$ cat config.mk
export PLATFORM = sky130hd
export DESIGN_NAME = uart_rx_ovs_flat
export DESIGN_NICKNAME = d
export VERILOG_FILES = /design/src/rtl/uart_pkg.sv /design/src/rtl/uart_rx_ovs_if.sv /design/src/rtl/uart_baud_tick.sv /design/src/rtl/uart_rx_ovs.sv /design/src/flat_wrapper.sv
export SDC_FILE = /design/constraint.sdc
export NUM_CORES = 1
export LEC_CHECK = 0
export ABC_CLOCK_PERIOD_IN_PS = 5100
export CAP_MARGIN = 20
export CORE_ASPECT_RATIO = 1.5
export CORE_UTILIZATION = 55
export DETAILED_ROUTE_END_ITERATION = 10
export PLACE_DENSITY = 0.71
export SYNTH_ARGS = -nofsm -noshare
export SYNTH_HDL_FRONTEND = slang
export SYNTH_SLANG_ARGS = --single-unit
export TNS_END_PERCENT = 100
$ cat constraint.sdc
create_clock -name clk -period 5.1 [get_ports clk]
set_input_delay 0.765 -clock clk [delete_from_list [all_inputs] [get_ports clk]]
set_output_delay 0.765 -clock clk [all_outputs]
set_load 0.01 [all_outputs]
$ cat src/rtl/uart_pkg.sv
// Shared definitions for the parametrised UART blocks.
// - rx_state_e : receiver FSM state encoding
// - PAR_*      : parity mode constants for the PARITY parameter
// - baud_div() : clocks per oversample tick (shared with the TX side)
package uart_pkg;

  typedef enum logic [2:0] {
    S_IDLE    = 3'd0,
    S_START   = 3'd1,
    S_DATA    = 3'd2,
    S_PARITY  = 3'd3,
    S_STOP    = 3'd4,
    S_WAIT_HI = 3'd5
  } rx_state_e;

  localparam int PAR_NONE = 0;
  localparam int PAR_ODD  = 1;
  localparam int PAR_EVEN = 2;

  // Truncating divide; never below one clock per tick.
  function automatic int baud_div(input int clk_hz, input int baud, input int ovs);
    int d;
    d = clk_hz / (baud * ovs);
    return (d < 1) ? 1 : d;
  endfunction

endpackage

$ cat src/rtl/uart_rx_ovs_if.sv
// Host-side result bus of the UART receiver.
// - rx_data    : received payload
// - rx_valid   : one-cycle frame-complete strobe
// - parity_err / frame_err / break_det : status of the frame last strobed
interface uart_rx_ovs_if #(parameter int DATA_BITS = 8);
  logic [DATA_BITS-1:0] rx_data;
  logic                 rx_valid;
  logic                 parity_err;
  logic                 frame_err;
  logic                 break_det;

  modport master (output rx_data, rx_valid, parity_err, frame_err, break_det);
  modport slave  (input  rx_data, rx_valid, parity_err, frame_err, break_det);
endinterface

$ cat src/rtl/uart_baud_tick.sv
// Free-running oversample tick generator.
// - clk, rst_n : clock, async active-low reset (the only thing that resets the divider)
// - tick       : one-cycle pulse every baud_div(CLK_HZ, BAUD_RATE, OVS) clocks
module uart_baud_tick
  import uart_pkg::*;
#(
  parameter int CLK_HZ    = 50_000_000,
  parameter int BAUD_RATE = 9600,
  parameter int OVS       = 16
) (
  input  logic clk,
  input  logic rst_n,
  output logic tick
);
  localparam int DIV = baud_div(CLK_HZ, BAUD_RATE, OVS);
  localparam int CW  = (DIV > 1) ? $clog2(DIV) : 1;

  logic [CW-1:0] cnt_q, cnt_d;

  always_comb begin
    tick  = (cnt_q == CW'(DIV - 1));
    cnt_d = tick ? '0 : cnt_q + 1'b1;
  end

  always_ff @(posedge clk or negedge rst_n) begin
    if (!rst_n) cnt_q <= '0;
    else        cnt_q <= cnt_d;
  end
endmodule

$ cat src/rtl/uart_rx_ovs.sv
// Oversampling UART receiver with configurable frame format.
// - clk, rst_n : system clock, async active-low reset
// - rx         : asynchronous serial line, idle high
// - host       : result bus (data, valid strobe, parity/frame/break flags)
// Each bit is sampled at three consecutive ticks around its centre and the
// majority decides the value. Results are registered and held until the
// next completed frame.
module uart_rx_ovs
  import uart_pkg::*;
#(
  parameter int CLK_HZ    = 50_000_000,
  parameter int BAUD_RATE = 9600,
  parameter int OVS       = 16,
  parameter int DATA_BITS = 8,
  parameter int PARITY    = 0,
  parameter int STOP_BITS = 1
) (
  input  logic clk,
  input  logic rst_n,
  input  logic rx,
  uart_rx_ovs_if.master host
);
  localparam int SW = $clog2(OVS);
  localparam int BW = 4;
  localparam logic [SW-1:0] SMP0  = SW'(OVS/2 - 1);
  localparam logic [SW-1:0] SMP1  = SW'(OVS/2);
  localparam logic [SW-1:0] VOTE  = SW'(OVS/2 + 1);
  localparam logic [SW-1:0] SLAST = SW'(OVS - 1);

  logic tick;

  uart_baud_tick #(.CLK_HZ(CLK_HZ), .BAUD_RATE(BAUD_RATE), .OVS(OVS)) u_tick (
    .clk(clk), .rst_n(rst_n), .tick(tick)
  );

  logic [1:0]           sync_q, sync_d;
  logic                 rxs_prev_q, rxs_prev_d;
  rx_state_e            state_q, state_d;
  logic [SW-1:0]        s_cnt_q, s_cnt_d;
  logic [BW-1:0]        bit_cnt_q, bit_cnt_d;
  logic [DATA_BITS-1:0] shift_q, shift_d, data_q, data_d;
  logic [1:0]           smp_q, smp_d;
  logic                 p_err_q, p_err_d, f_err_q, f_err_d, any1_q, any1_d;
  logic                 valid_q, valid_d, pe_q, pe_d, fe_q, fe_d, brk_q, brk_d;
  logic                 rxs, vote, vote_pt, bit_end, exp_par, f_err_nx, any1_nx;

  assign rxs     = sync_q[1];
  assign vote    = (smp_q[0] & smp_q[1]) | (smp_q[0] & rxs) | (smp_q[1] & rxs);
  assign vote_pt = tick && (s_cnt_q == VOTE);
  assign bit_end = tick && (s_cnt_q == SLAST);
  assign exp_par = (PARITY == PAR_ODD) ? ~^shift_q : ^shift_q;

  always_comb begin
    sync_d     = {sync_q[0], rx};
    rxs_prev_d = rxs;
    state_d    = state_q;
    s_cnt_d    = s_cnt_q;
    bit_cnt_d  = bit_cnt_q;
    shift_d    = shift_q;
    smp_d      = smp_q;
    p_err_d    = p_err_q;
    f_err_d    = f_err_q;
    any1_d     = any1_q;
    data_d     = data_q;
    valid_d    = 1'b0;
    pe_d       = pe_q;
    fe_d       = fe_q;
    brk_d      = brk_q;
    f_err_nx   = f_err_q | ~vote;
    any1_nx    = any1_q | vote;

    if (tick && state_q != S_IDLE) begin
      s_cnt_d = (s_cnt_q == SLAST) ? '0 : s_cnt_q + 1'b1;
      if (s_cnt_q == SMP0) smp_d[0] = rxs;
      if (s_cnt_q == SMP1) smp_d[1] = rxs;
    end

    unique case (state_q)
      S_IDLE: begin
        if (!rxs && rxs_prev_q) begin
          state_d = S_START;
          s_cnt_d = '0;
          p_err_d = 1'b0;
          f_err_d = 1'b0;
          any1_d  = 1'b0;
        end
      end
      S_START: begin
        if (vote_pt && vote) state_d = S_IDLE;   // glitch, not a start bit
        else if (bit_end) begin
          state_d   = S_DATA;
          bit_cnt_d = '0;
        end
      end
      S_DATA: begin
        if (vote_pt) begin
          shift_d = {vote, shift_q[DATA_BITS-1:1]};
          any1_d  = any1_nx;
        end
        if (bit_end) begin
          if (bit_cnt_q == BW'(DATA_BITS - 1)) begin
            state_d   = (PARITY != PAR_NONE) ? S_PARITY : S_STOP;
            bit_cnt_d = '0;
          end else begin
            bit_cnt_d = bit_cnt_q + 1'b1;
          end
        end
      end
      S_PARITY: begin
        if (vote_pt) begin
          p_err_d = (vote != exp_par);
          any1_d  = any1_nx;
        end
        if (bit_end) begin
          state_d   = S_STOP;
          bit_cnt_d = '0;
        end
      end
      S_STOP: begin
        if (vote_pt) begin
          f_err_d = f_err_nx;
          any1_d  = any1_nx;
          // Report at the centre of the last stop bit so a following start
          // edge can be caught without an idle gap.
          if (bit_cnt_q == BW'(STOP_BITS - 1)) begin
            valid_d = 1'b1;
            data_d  = shift_q;
            pe_d    = p_err_q;
            fe_d    = f_err_nx;
            brk_d   = f_err_nx & ~any1_nx;
            state_d = vote ? S_IDLE : S_WAIT_HI;
          end
        end
        if (bit_end) bit_cnt_d = bit_cnt_q + 1'b1;
      end
      S_WAIT_HI: begin
        // A held-low line must go high before a new start edge counts.
        if (tick && rxs) state_d = S_IDLE;
      end
      default: state_d = S_IDLE;
    endcase
  end

  always_ff @(posedge clk or negedge rst_n) begin
    if (!rst_n) begin
      sync_q     <= 2'b11;
      rxs_prev_q <= 1'b1;
      state_q    <= S_IDLE;
      s_cnt_q    <= '0;
      bit_cnt_q  <= '0;
      shift_q    <= '0;
      smp_q      <= '0;
      p_err_q    <= 1'b0;
      f_err_q    <= 1'b0;
      any1_q     <= 1'b0;
      data_q     <= '0;
      valid_q    <= 1'b0;
      pe_q       <= 1'b0;
      fe_q       <= 1'b0;
      brk_q      <= 1'b0;
    end else begin
      sync_q     <= sync_d;
      rxs_prev_q <= rxs_prev_d;
      state_q    <= state_d;
      s_cnt_q    <= s_cnt_d;
      bit_cnt_q  <= bit_cnt_d;
      shift_q    <= shift_d;
      smp_q      <= smp_d;
      p_err_q    <= p_err_d;
      f_err_q    <= f_err_d;
      any1_q     <= any1_d;
      data_q     <= data_d;
      valid_q    <= valid_d;
      pe_q       <= pe_d;
      fe_q       <= fe_d;
      brk_q      <= brk_d;
    end
  end

  assign host.rx_data    = data_q;
  assign host.rx_valid   = valid_q;
  assign host.parity_err = pe_q;
  assign host.frame_err  = fe_q;
  assign host.break_det  = brk_q;
endmodule

$ cat src/flat_wrapper.sv
// flat-port wrapper written by rule: the top's interface ports become plain ports
module uart_rx_ovs_flat import uart_pkg::*;
#(
  parameter int CLK_HZ    = 50_000_000,
  parameter int BAUD_RATE = 9600,
  parameter int OVS       = 16,
  parameter int DATA_BITS = 8,
  parameter int PARITY    = 0,
  parameter int STOP_BITS = 1
)
  (clk, rst_n, rx, host_rx_data, host_rx_valid, host_parity_err, host_frame_err, host_break_det);
  uart_rx_ovs_if #(.DATA_BITS(DATA_BITS)) host_i ();
  input  logic clk;
  input  logic rst_n;
  input  logic rx;
  output wire logic [$bits(host_i.rx_data)-1:0] host_rx_data;
  output wire logic [$bits(host_i.rx_valid)-1:0] host_rx_valid;
  output wire logic [$bits(host_i.parity_err)-1:0] host_parity_err;
  output wire logic [$bits(host_i.frame_err)-1:0] host_frame_err;
  output wire logic [$bits(host_i.break_det)-1:0] host_break_det;
  assign host_rx_data = host_i.rx_data;
  assign host_rx_valid = host_i.rx_valid;
  assign host_parity_err = host_i.parity_err;
  assign host_frame_err = host_i.frame_err;
  assign host_break_det = host_i.break_det;
  uart_rx_ovs #(.CLK_HZ(CLK_HZ), .BAUD_RATE(BAUD_RATE), .OVS(OVS), .DATA_BITS(DATA_BITS), .PARITY(PARITY), .STOP_BITS(STOP_BITS)) u_core (.clk(clk), .rst_n(rst_n), .rx(rx), .host(host_i));
endmodule
---- Yosys cells after proc, flatten, opt, wreduce, memory -nomap -nowiden ----
Cells that the tools add are included.
cells by class
  add/sub/neg operators ................... 3
  multipliers ............................. 0
  divide/modulo/power cells ............... 0
  magnitude comparators ................... 0
  equality and inequality tests ........... 24
  shift-type cells ........................ 0
  multiplexer cells ....................... 32
  bitwise gates (word level) .............. 10
  reductions and logical operators ........ 25
operators by type and width
  kind                                                 number
  2-to-1 mux 4 bit                                     9
  2-to-1 mux 3 bit                                     10
  != test 2 x 1 -> 1 bit, second input constant        10
  one-hot mux 3 bit (6 select lines)                   1
  one-hot mux 4 bit (4 select lines)                   1
  equality test 4 bit, second input constant           3
  AND reduction 3 bit                                  4
  adder 9 x 1 -> 9 bit, second input constant          1
  equality test 9 bit, second input constant           1
  2-to-1 mux 9 bit                                     1
  adder 4 x 1 -> 4 bit, second input constant          2
  equality test 4 x 3 -> 1 bit, second input constant  2
  AND reduction 8 bit                                  1
  parity 8 bit                                         1
  2-to-1 mux 1 bit                                     7
  equality test 3 x 2 -> 1 bit, second input constant  2
  equality test 3 bit, second input constant           2
  logical AND 1 bit                                    6
  one-hot mux 1 bit (2 select lines)                   3
  AND reduction 2 bit                                  3
  nonzero test 2 bit                                   3
  bitwise AND 1 bit                                    4
  logical NOT 4 bit                                    1
  OR 1 bit                                             4
  11 further kinds                                     12
storage, ports and cells
  register bits after elaboration ......... 48
  bits in latches ......................... 0
  RAM bits ................................ 0
  bits in read-only memories .............. 0
  input port bits ......................... 3
  output and inout port bits .............. 12
  logic and storage cells ................. 111
  memories ................................ 0

---- Logic depth before layout (Yosys ltp) ----
Gate-level depths: netlist (run 1).
  depth after elaboration ................. 7
  mapped depth ............................ 8

---- Modules after synthesis ----
A second synthesis (run 1) with hierarchy kept.
unflattened totals
  cell total of the unflattened synthesis .. 204
  area, all modules ....................... 2389.8 um^2
by module, submodules not included
  module          instances  cells each  area each (um^2)  sequential area each (um^2)
  uart_rx_ovs     1          163         1965.6            979.7
  uart_baud_tick  1          41          424.2             225.2

---- Worst setup path after synthesis (run 1) ----
OpenSTA, ideal clock, no wires.
  path kind ............................... register -> register
  start ................................... register u_core.s_cnt_q[1]
  end ..................................... register u_core.fe_q, in the netlist u_core.host.frame_err
  setup time .............................. 0.125 ns
  arrival ................................. 1.693 ns
  data required time ...................... 4.975 ns
  slack ................................... 3.282 ns
  stages on the path, launching flop included .. 9
  clock period less this slack ............ 1.818 ns
  path through ............................ dfrtp_1 > inv_1 > ha_1 > and3b_1 > buf_2 > nand4_2 > or2_4 > buf_6 > mux2_4
on the way
  word-level cells in the longest chain between the ends .. 3
RTL lines
  element                               line                source
  start: declaration                    uart_rx_ovs.sv:39   logic [SW-1:0] s_cnt_q, s_cnt_d;
  start signal: assignment              uart_rx_ovs.sv:165  s_cnt_q <= s_cnt_d;
  equality test 4 bit                   uart_rx_ovs.sv:49   assign vote_pt = tick && (s_cnt_q == VOTE);
  logical AND 1 bit                     uart_rx_ovs.sv:49
  AND reduction 3 bit (no source line)  n/a
  end signal: assignment                uart_rx_ovs.sv:159  fe_q <= 1'b0;
  end signal: assignment                uart_rx_ovs.sv:175  fe_q <= fe_d;
  end: declaration                      uart_rx_ovs.sv:44   logic valid_q, valid_d, pe_q, pe_d, fe_q, fe_d, brk_q, brk_d;
Every way passes these cells.
A chain may end at the register's enable or synchronous reset.

---- Worst setup path in the final report (run 1) ----
  start ................................... register u_core.u_tick.cnt_q[0]
  end ..................................... register u_core.shift_q[6]
on the way
  word-level cells in the longest chain between the ends .. 3
RTL lines
  element                               line                  source
  start: declaration                    uart_baud_tick.sv:18  logic [CW-1:0] cnt_q, cnt_d;
  start signal: assignment              uart_baud_tick.sv:27  else cnt_q <= cnt_d;
  equality test 9 bit                   uart_baud_tick.sv:21  tick = (cnt_q == CW'(DIV - 1));
  logical AND 1 bit                     uart_rx_ovs.sv:49
  AND reduction 2 bit (no source line)  n/a
  end signal: assignment                uart_rx_ovs.sv:167    shift_q <= shift_d;
  end: declaration                      uart_rx_ovs.sv:41     logic [DATA_BITS-1:0] shift_q, shift_d, data_q, data_d;
Every way passes these cells.

==> flow_metrics.tcl, run 1 <==
set metrics [dict create \
    worstPathRequired_ps 5290 \
    synth.area.top_cells "dfrtp_1 (47%), mux2_4 (5.6%), mux2_2 (5.2%)" \
    yosysMostFrequentCell "dfrtp_1" \
    dp_slack_ps 2890 \
    whs_ps 311 \
    fmax_mhz 445 \
    fin_area_mm2 0.00267 \
    worstPathCellList "inv_1 -> ha_1 -> and4b_1 -> and2_1 -> nand4_2 -> mux2_2" \
    antennaDiodeCount 0 \
    seq_area_frac_synth_pct 50.2 \
    hp-class "input pin to async pin" \
    antenna_found_initial 0 \
    overflow 0 \
    hold_viol 0 \
    dieHeight_um 82.9 \
    dieWidth_um 55.9 \
    cts_resized 0 \
    via_per_inst 5.86 \
    clk_path_buf_depth 2 \
    num_vias 1565 \
    worst_pin_slew_ps 513 \
    numCtsBuffers 5 \
    final_cells 267 \
    dp.cells 258 \
    power_density_mw_per_mm2 242 \
    period_share_pct 44.1 \
    grt_pass1_wl_mm 7.77 \
    crit_type "flip-flop to flip-flop" \
    n_fill_cell 353 \
    async_flop_share_pct 100 \
    rsz0062_at_grt "false" \
    ff_latch_area_mm2 0.00120 \
    slew_headroom_pct 65.8 \
    grt_start_max_net_pins 49 \
    syn_to_final_growth_pct 11.1 \
    slowest_stage "and2_1" \
    syn-mean-instance-area_um2 11.6 \
    drv_cap 0 \
    netlist_area_mm2 0.00240 \
    drtPass1Iterations 4 \
    gp_congestion 0.866 \
    endpoint_kind "flip-flop" \
    fin_setup_tns_ps 0 \
    finalSetupViolCount 0 \
    rows 29 \
    grt_pass1_vias 1695 \
    crit_path_start_kind "flip-flop" \
    initial_core_util_pct 57.0 \
    totalWireLength_mm 4.49 \
    post_dp_cell_area_mm2 0.00255 \
    core-area_mm2 0.00421 \
    hold_buffers 0 \
    nets 230 \
    clkLatencyLatePin_ps 300 \
    fin_skew_ps 7.59 \
    wl_per_cell_um 16.8 \
    drive_gt1_share_pct 17.2 \
    yosys_warnings 0 \
    worst_ep_arrival_time_ps 2430 \
    syn_inst 206 \
    numPortBuffers 14 \
    synth_seq_cells 48 \
    netlist.area_leader.share_pct 46.9 \
    outcome "complete, no violations" \
    root_buffer "clkbuf_8" \
    drcViolationCount 0 \
    slew_viol_final 0 \
    path_clk_slew_ps 90 \
    cpPeakStageDelay_ps 460 \
    yosys-top-cells-count "dfrtp_1 (45), nor2_1 (13), mux2_2 (11)" \
    cts_sinks 48 \
    htreeDepth 2 \
    crit_fanout 13 \
    ioPinCount 15 \
    multi_input_area_mm2 0.00112 \
    cts_tree "built" \
    synth_edf_count 0 \
    period_needed_ps 2250 \
    cts_setup_buffers 0 \
    yosysTopAreaCell "dfrtp_1" \
    worst_slack_ps 2850 \
    dieArea_mm2 0.00463 \
    synth_fp_nets 216 \
    postRouteAntennaNets 0 \
    gr-usage-all-layers_pct 21.5 \
    drt_first_iter_violations 24 \
    hpwl_mm 3.25 \
    irDropWorstVdd_mv 0.219 \
    p_leak_nw 1.22 \
    synth_flop_cell "dfrtp_1" \
    synth.lib_cells_used.distinct 49 \
]
-- cells by family after synthesis --
family | Yosys count | synth area share (%)
mux | 22 | 11.6
xor+xnor | 15 | 6.05
fa+ha+maj | 8 | 4.07
simple gates | 63 | 15.7
flops | 48 | 50.2
buf+inv | 18 | 3.23
compound gates | 32 | 9.08
-- cells in the final DEF, fill, tap and decap left out, drive strengths merged, types with 4 or more instances in the layout --
cell type       n
clkbuf          7
nand4           4
mux2           20
o21ai           5
a21oi           8
clkdlybuf4s50  13
nor2           13
nand2           6
nand3           9
inv            10
nand2b          5
xnor2          10
dfrtp          45
nor3            4
xor2            4
ha              7
and3            5
-- cell type report --
type	instances	share of cell area (%)
sequential	48	45.2
multi-input combinational	140	41.9
timing repair buffer	15	5.82
clock buffer	7	3.24
tap	46	2.16
inverter	10	1.41
clock inverter	1	0.282
-- report_power, final --
group / switching, mW / internal, mW
combinational: 0.0170 / 0.00732
clock: 0.122 / 0.110
sequential: 0.00459 / 0.384
-- routing by layer --
| layer | track usage (%) | wire, um |
|---|---|---|
| met1 | 23.9 | 1870 |
| met2 | 39.9 | 2430 |
| met3 | 3.43 | 97 |
| met4 | 8.87 | 89 |
| met5 | 0 | 0 |
-- worst paths after layout --
kind,start,end,slack (ps),cells after the start
max in group asynchronous,rst_n,u_core.sync_q[1],4240,2
min reg2reg,u_core.sync_q[0],u_core.sync_q[1],360,0
min in group clk,u_core.sync_q[0],u_core.sync_q[1],360,0
max,u_core.u_tick.cnt_q[0],u_core.shift_q[6],2850,6
max reg2reg,u_core.u_tick.cnt_q[0],u_core.shift_q[6],2850,6
min,rst_n,u_core.shift_q[1],310,1
-- metrics by stage --
stage	utilization [%]	total power, mW
after global routing	63.3	0.667
after global placement	60.6	0.417
after floorplan	-	0.406
final	63.3	0.644
after detailed placement	60.6	0.418
after CTS	62.8	0.649
-- flip-flops by register name (all words and copies together) (netlist names) --
name,cells
u_core.any1_q,1
u_core.bit_cnt_q,4
u_core.f_err_q,1
u_core.host.break_det,1
u_core.host.frame_err,1
u_core.host.parity_err,1
u_core.host.rx_data,8
u_core.host.rx_valid,1
u_core.p_err_q,1
u_core.rxs_prev_q,1
u_core.s_cnt_q,4
u_core.shift_q,8
u_core.smp_q,2
u_core.state_q,3
u_core.sync_q,2
u_core.u_tick.cnt_q,9
-- worst max-delay path: cells and delay by family (launching register included) --
kind / cells / cell delay, ps
AND/OR/NAND/NOR: 3 / 1130
flip-flops: 1 / 410
multiplexers: 1 / 370
adder cells (fa/ha/maj): 1 / 140
buffers and inverters: 1 / 80
Power figures use the tool's default switching activity.
==> run 2, diff against run 1 <==
--- a/config.mk
+++ b/config.mk
@@ -5,7 +5,7 @@
 export SDC_FILE = /design/constraint.sdc
 export NUM_CORES = 1
 export LEC_CHECK = 0
-export ABC_CLOCK_PERIOD_IN_PS = 5100
+export ABC_CLOCK_PERIOD_IN_PS = 2100
 export CAP_MARGIN = 20
 export CORE_ASPECT_RATIO = 1.5
 export CORE_UTILIZATION = 55
==> constraint.sdc (replaced) <==
create_clock -name clk -period 2.1 [get_ports clk]
set_input_delay 0.315 -clock clk [delete_from_list [all_inputs] [get_ports clk]]
set_output_delay 0.315 -clock clk [all_outputs]
set_load 0.01 [all_outputs]
==> flow_metrics.tcl, run 2 (same netlist as run 1, synthesis figures left out) <==
set metrics [dict create \
    final_util_pct 64.5 \
    reg2reg_from "u_core.u_tick.cnt_q[5]" \
    antennaDiodeCount 0 \
    power_density_mw_per_mm2 618 \
    whs_ps 11.2 \
    rr_endpoint "u_core.smp_q[0]" \
    worst_ep_arrival_time_ps 2060 \
    period_needed_ps 1870 \
    postRouteAntennaNets 0 \
    outcome "complete, no violations" \
    largest-register "u_core.u_tick.cnt_q" \
    dp.cells 264 \
    crit_type "flip-flop to flip-flop" \
    dieWidth_um 55.9 \
    drcViolationCount 0 \
    antenna_found_initial 0 \
    rows 29 \
    cts_sinks 48 \
    htreeDepth 2 \
    core-area_mm2 0.00421 \
    nets 235 \
    root_buffer "clkbuf_8" \
    cpPeakStageDelay_ps 450 \
    crit_path_start_kind "flip-flop" \
    slowest_stage "dfrtp_1" \
    wl_per_cell_um 17.1 \
    initial_core_util_pct 57.0 \
    ioPinCount 15 \
    cts_setup_buffers 0 \
    drt_first_iter_violations 50 \
    fmax_mhz 535 \
    r2r_slack_ps 230 \
    worstPathRequired_ps 2290 \
    final_cell_mix "dfrtp_1 (45), nor2_1 (13), clkdlybuf4s50_1 (13)" \
    reg2reg_depth 4 \
    rsz0062_at_grt "false" \
    grt_pass1_vias 1680 \
    drv_cap 0 \
    hold_buffers 0 \
    finalSetupViolCount 0 \
    gp_congestion 0.909 \
    largest_reg_flops 9 \
    hpwl_mm 3.48 \
    num_vias 1600 \
    fin_setup_tns_ps 0 \
    worstPathCellList "nor4b_4 -> nand3_1 -> nor3_1 -> mux2_2" \
    dieArea_mm2 0.00463 \
    drive_gt1_share_pct 19.9 \
    drtPass1Iterations 4 \
    period_share_pct 89.0 \
    gr-usage-all-layers_pct 22.2 \
    path_clk_slew_ps 90 \
    crit_fanout 7 \
    overflow 0 \
    hold_viol 0 \
    totalWireLength_mm 4.65 \
    final_cells 272 \
    clk_path_buf_depth 2 \
    cts_tree "built" \
    fin_skew_ps 8.21 \
    dieHeight_um 82.9 \
    p_leak_nw 1.25 \
    numPortBuffers 14 \
    numCtsBuffers 5 \
    worst_pin_slew_ps 608 \
    hp-class "input pin to async pin" \
    irDropWorstVdd_mv 0.593 \
    final_common_cell "dfrtp_1" \
    via_per_inst 5.88 \
    grt_pass1_wl_mm 7.96 \
    endpoint_kind "flip-flop" \
    syn_to_final_growth_pct 13.3 \
    slew_viol_final 0 \
    grt_start_max_net_pins 27 \
    clkLatencyLatePin_ps 300 \
    slew_headroom_pct 59.5 \
]
run 2: through the flow:
step | instance area (um^2) | power [mW] | worst slack (ps)
after global placement | 2600 | 1.03 | 224
after floorplan | 2400 | 0.986 | 282
after detailed placement | 2600 | 1.03 | 139
after global routing | 2720 | 1.73 | 90.1
after CTS | 2710 | 1.70 | 125
final | 2720 | 1.68 | 232
run 2: repair_timing:
item	CTS	global route
endpoints found under the setup margin	0	2
endpoints found under the hold margin	0	0
resized for setup	0	1
run 2: worst max path at each step:
stage | from | to | depth (start not counted)
after floorplan | u_core.s_cnt_q[1] | u_core.host.frame_err | 8
after global placement | u_core.bit_cnt_q[0] | u_core.host.rx_data[4] | 6
after detailed placement | u_core.bit_cnt_q[0] | u_core.host.rx_data[4] | 6
after CTS | u_core.bit_cnt_q[0] | u_core.host.rx_data[4] | 6
after global routing | u_core.u_tick.cnt_q[0] | u_core.shift_q[1] | 6
final | u_core.u_tick.cnt_q[5] | u_core.smp_q[0] | 4
run 2: worst max-delay path, delay by kind of cell (launching register included):
kind / cells / cell delay, ps
DFF: 1 / 450
muxes: 1 / 360
and+or+nand+nor: 3 / 960
run 2: cell type report:
type / count / area, um^2
inverter: 10 / 37.5
fill: 348 / 1490
sequential: 48 / 1200
clock buffer: 5 / 68.8
timing repair buffer: 20 / 180
clock inverter: 3 / 46.3
tap: 46 / 57.6
multi-input combinational: 140 / 1120
run 2: layer usage:
metal / wire [um] / global-route usage [%] / vias up
li1: - / - / 762
met1: 1910 / 25.0 / 804
met2: 2560 / 41.6 / 27
met3: 100 / 3.27 / 7
met4: 72 / 8.20 / 0
met5: 0 / 0 / -
run 2: power breakdown:
part           switching (mW)  internal, mW
clock                   0.311         0.358
sequential            0.00485         0.932
combinational          0.0522        0.0202
total                   0.368          1.31
==> run 3, diff against run 2 <==
--- a/config.mk
+++ b/config.mk
@@ -8,9 +8,9 @@
 export ABC_CLOCK_PERIOD_IN_PS = 2100
 export CAP_MARGIN = 20
 export CORE_ASPECT_RATIO = 1.5
-export CORE_UTILIZATION = 55
+export CORE_UTILIZATION = 51
 export DETAILED_ROUTE_END_ITERATION = 10
-export PLACE_DENSITY = 0.71
+export PLACE_DENSITY = 0.66
 export SYNTH_ARGS = -nofsm -noshare
 export SYNTH_HDL_FRONTEND = slang
 export SYNTH_SLANG_ARGS = --single-unit
==> flow_metrics.tcl, run 3 (same netlist as run 1, synthesis figures left out) <==
set metrics [dict create \
    outcome "finished, violations left" \
    violations "DRC" \
    p_leak_nw 1.25 \
    slew_viol_final 0 \
    period_needed_ps 1950 \
    drv_cap 0 \
    power_density_mw_per_mm2 577 \
    fmax_mhz 513 \
    antennaDiodeCount 0 \
    final_common_cell "dfrtp_1" \
    gp_congestion 0.917 \
    ioPinCount 15 \
    numPortBuffers 14 \
    irDropWorstVdd_mv 0.356 \
    totalWireLength_mm 4.59 \
    crit_type "flip-flop to flip-flop" \
    path_clk_slew_ps 90 \
    largest_reg_flops 9 \
    worst_pin_slew_ps 383 \
    final_util_pct 59.9 \
    rows 30 \
    final_cell_mix "dfrtp_1 (45), nor2_1 (13), clkdlybuf4s50_1 (13)" \
    wl_per_cell_um 16.7 \
    postRouteAntennaNets 0 \
    cts_resized 0 \
    worst_ep_arrival_time_ps 2140 \
    nets 236 \
    rsz0062_at_grt "false" \
    drcViolationCount 3 \
    grt_pass1_wl_mm 7.72 \
    syn_to_final_growth_pct 12.4 \
    numCtsBuffers 5 \
    clkLatencyLatePin_ps 300 \
    cts_sinks 48 \
    htreeDepth 2 \
    hp-class "flip-flop to flip-flop" \
    dieWidth_um 58.0 \
    cts_tree "built" \
    largest-register "u_core.u_tick.cnt_q" \
    num_vias 1611 \
    fin_skew_ps 7.19 \
    via_per_inst 5.86 \
    drt_first_iter_violations 39 \
    hpwl_mm 3.54 \
    worstPathRequired_ps 2290 \
    antenna_found_initial 0 \
    period_share_pct 92.8 \
    dieHeight_um 86.0 \
    crit_path_start_kind "flip-flop" \
    dieArea_mm2 0.00499 \
    overflow 0 \
    drtPass1Iterations 7 \
    endpoint_kind "flip-flop" \
    grt_start_max_net_pins 18 \
    core-area_mm2 0.00450 \
    slew_headroom_pct 74.3 \
    hold_viol 0 \
    grt_pass1_vias 1621 \
    crit_fanout 11 \
    cts_setup_buffers 0 \
    drive_gt1_share_pct 19.4 \
    finalSetupViolCount 0 \
    clk_path_buf_depth 2 \
    initial_core_util_pct 53.2 \
    root_buffer "clkbuf_8" \
    gr-usage-all-layers_pct 20.4 \
    fin_setup_tns_ps 0 \
]
## run 3: cell types whose count changed in the layout (fill, tap and decap cells not counted)
cell           before  now
inv_6               1    0
clkinv_2            0    2
nor3b_2             1    0
dlygate4sd3_1       0    1
clkinv_4            0    1
clkinvlp_4          1    0
nor3b_1             0    1
bufinv_16           1    0
## run 3: per-stage QoR
step	cell area (um^2)	instances	setup WS, ps	total power [mW]	hold slack, ps
floorplan	2400	206	282	0.986	19.4
global placement	2600	266	214	1.02	250
detailed placement	2600	266	158	1.02	255
CTS	2700	275	144	1.57	360
global route	2700	275	38.5	1.61	361
finish	2700	275	151	1.55	358
## run 3: worst max-delay path, stage by stage (launching register included)
cell,delay [ps]
dfrtp_1,390
inv_1,110
ha_1,150
nor3b_1,310
nand4_2,190
or2_4,360
mux2_4,320
## run 3: area by class of cell
| cell class | count | area, um^2 |
|---|---|---|
| clock buffer | 5 | 68.8 |
| clock inverter | 3 | 18.8 |
| fill | 383 | 1810 |
| inverter | 10 | 37.5 |
| multi-input combinational | 140 | 1120 |
| sequential | 48 | 1200 |
| tap | 48 | 60.1 |
| timing repair buffer | 21 | 190 |
## run 3: power breakdown
group / internal (mW) / switching (mW) / total (mW)
Combinational: 0.0214 / 0.0491 / 0.0705
Sequential: 0.932 / 0.00504 / 0.937
Clock: 0.233 / 0.315 / 0.547
## run 3: metal layers
layer | track usage [%] | wire length, um
met5 | 0 | 0
met4 | 8.01 | 87
met2 | 37.8 | 2540
met3 | 3.62 | 105
met1 | 22.3 | 1860
## run 3: path summary, 6_finish.rpt
| path | start | to | slack, ps | depth (start not counted) |
|---|---|---|---|---|
| worst max-delay path | u_core.bit_cnt_q[0] | u_core.host.rx_data[0] | 150 | 6 |
| worst min-delay path | u_core.sync_q[0] | u_core.sync_q[1] | 360 | 0 |
| worst max register to register | u_core.bit_cnt_q[0] | u_core.host.rx_data[0] | 150 | 6 |
| worst min register to register | u_core.sync_q[0] | u_core.sync_q[1] | 360 | 0 |
| max in group asynchronous | rst_n | u_core.sync_q[0] | 1020 | 3 |
| min in group asynchronous | rst_n | u_core.shift_q[1] | 450 | 2 |
## run 3: what timing repair did
| action | in CTS | in global routing |
|---|---|---|
| hold buffers | 1 | 0 |
| endpoints found under the setup margin | 0 | 0 |
| hold endpoints to repair | 15 | 0 |
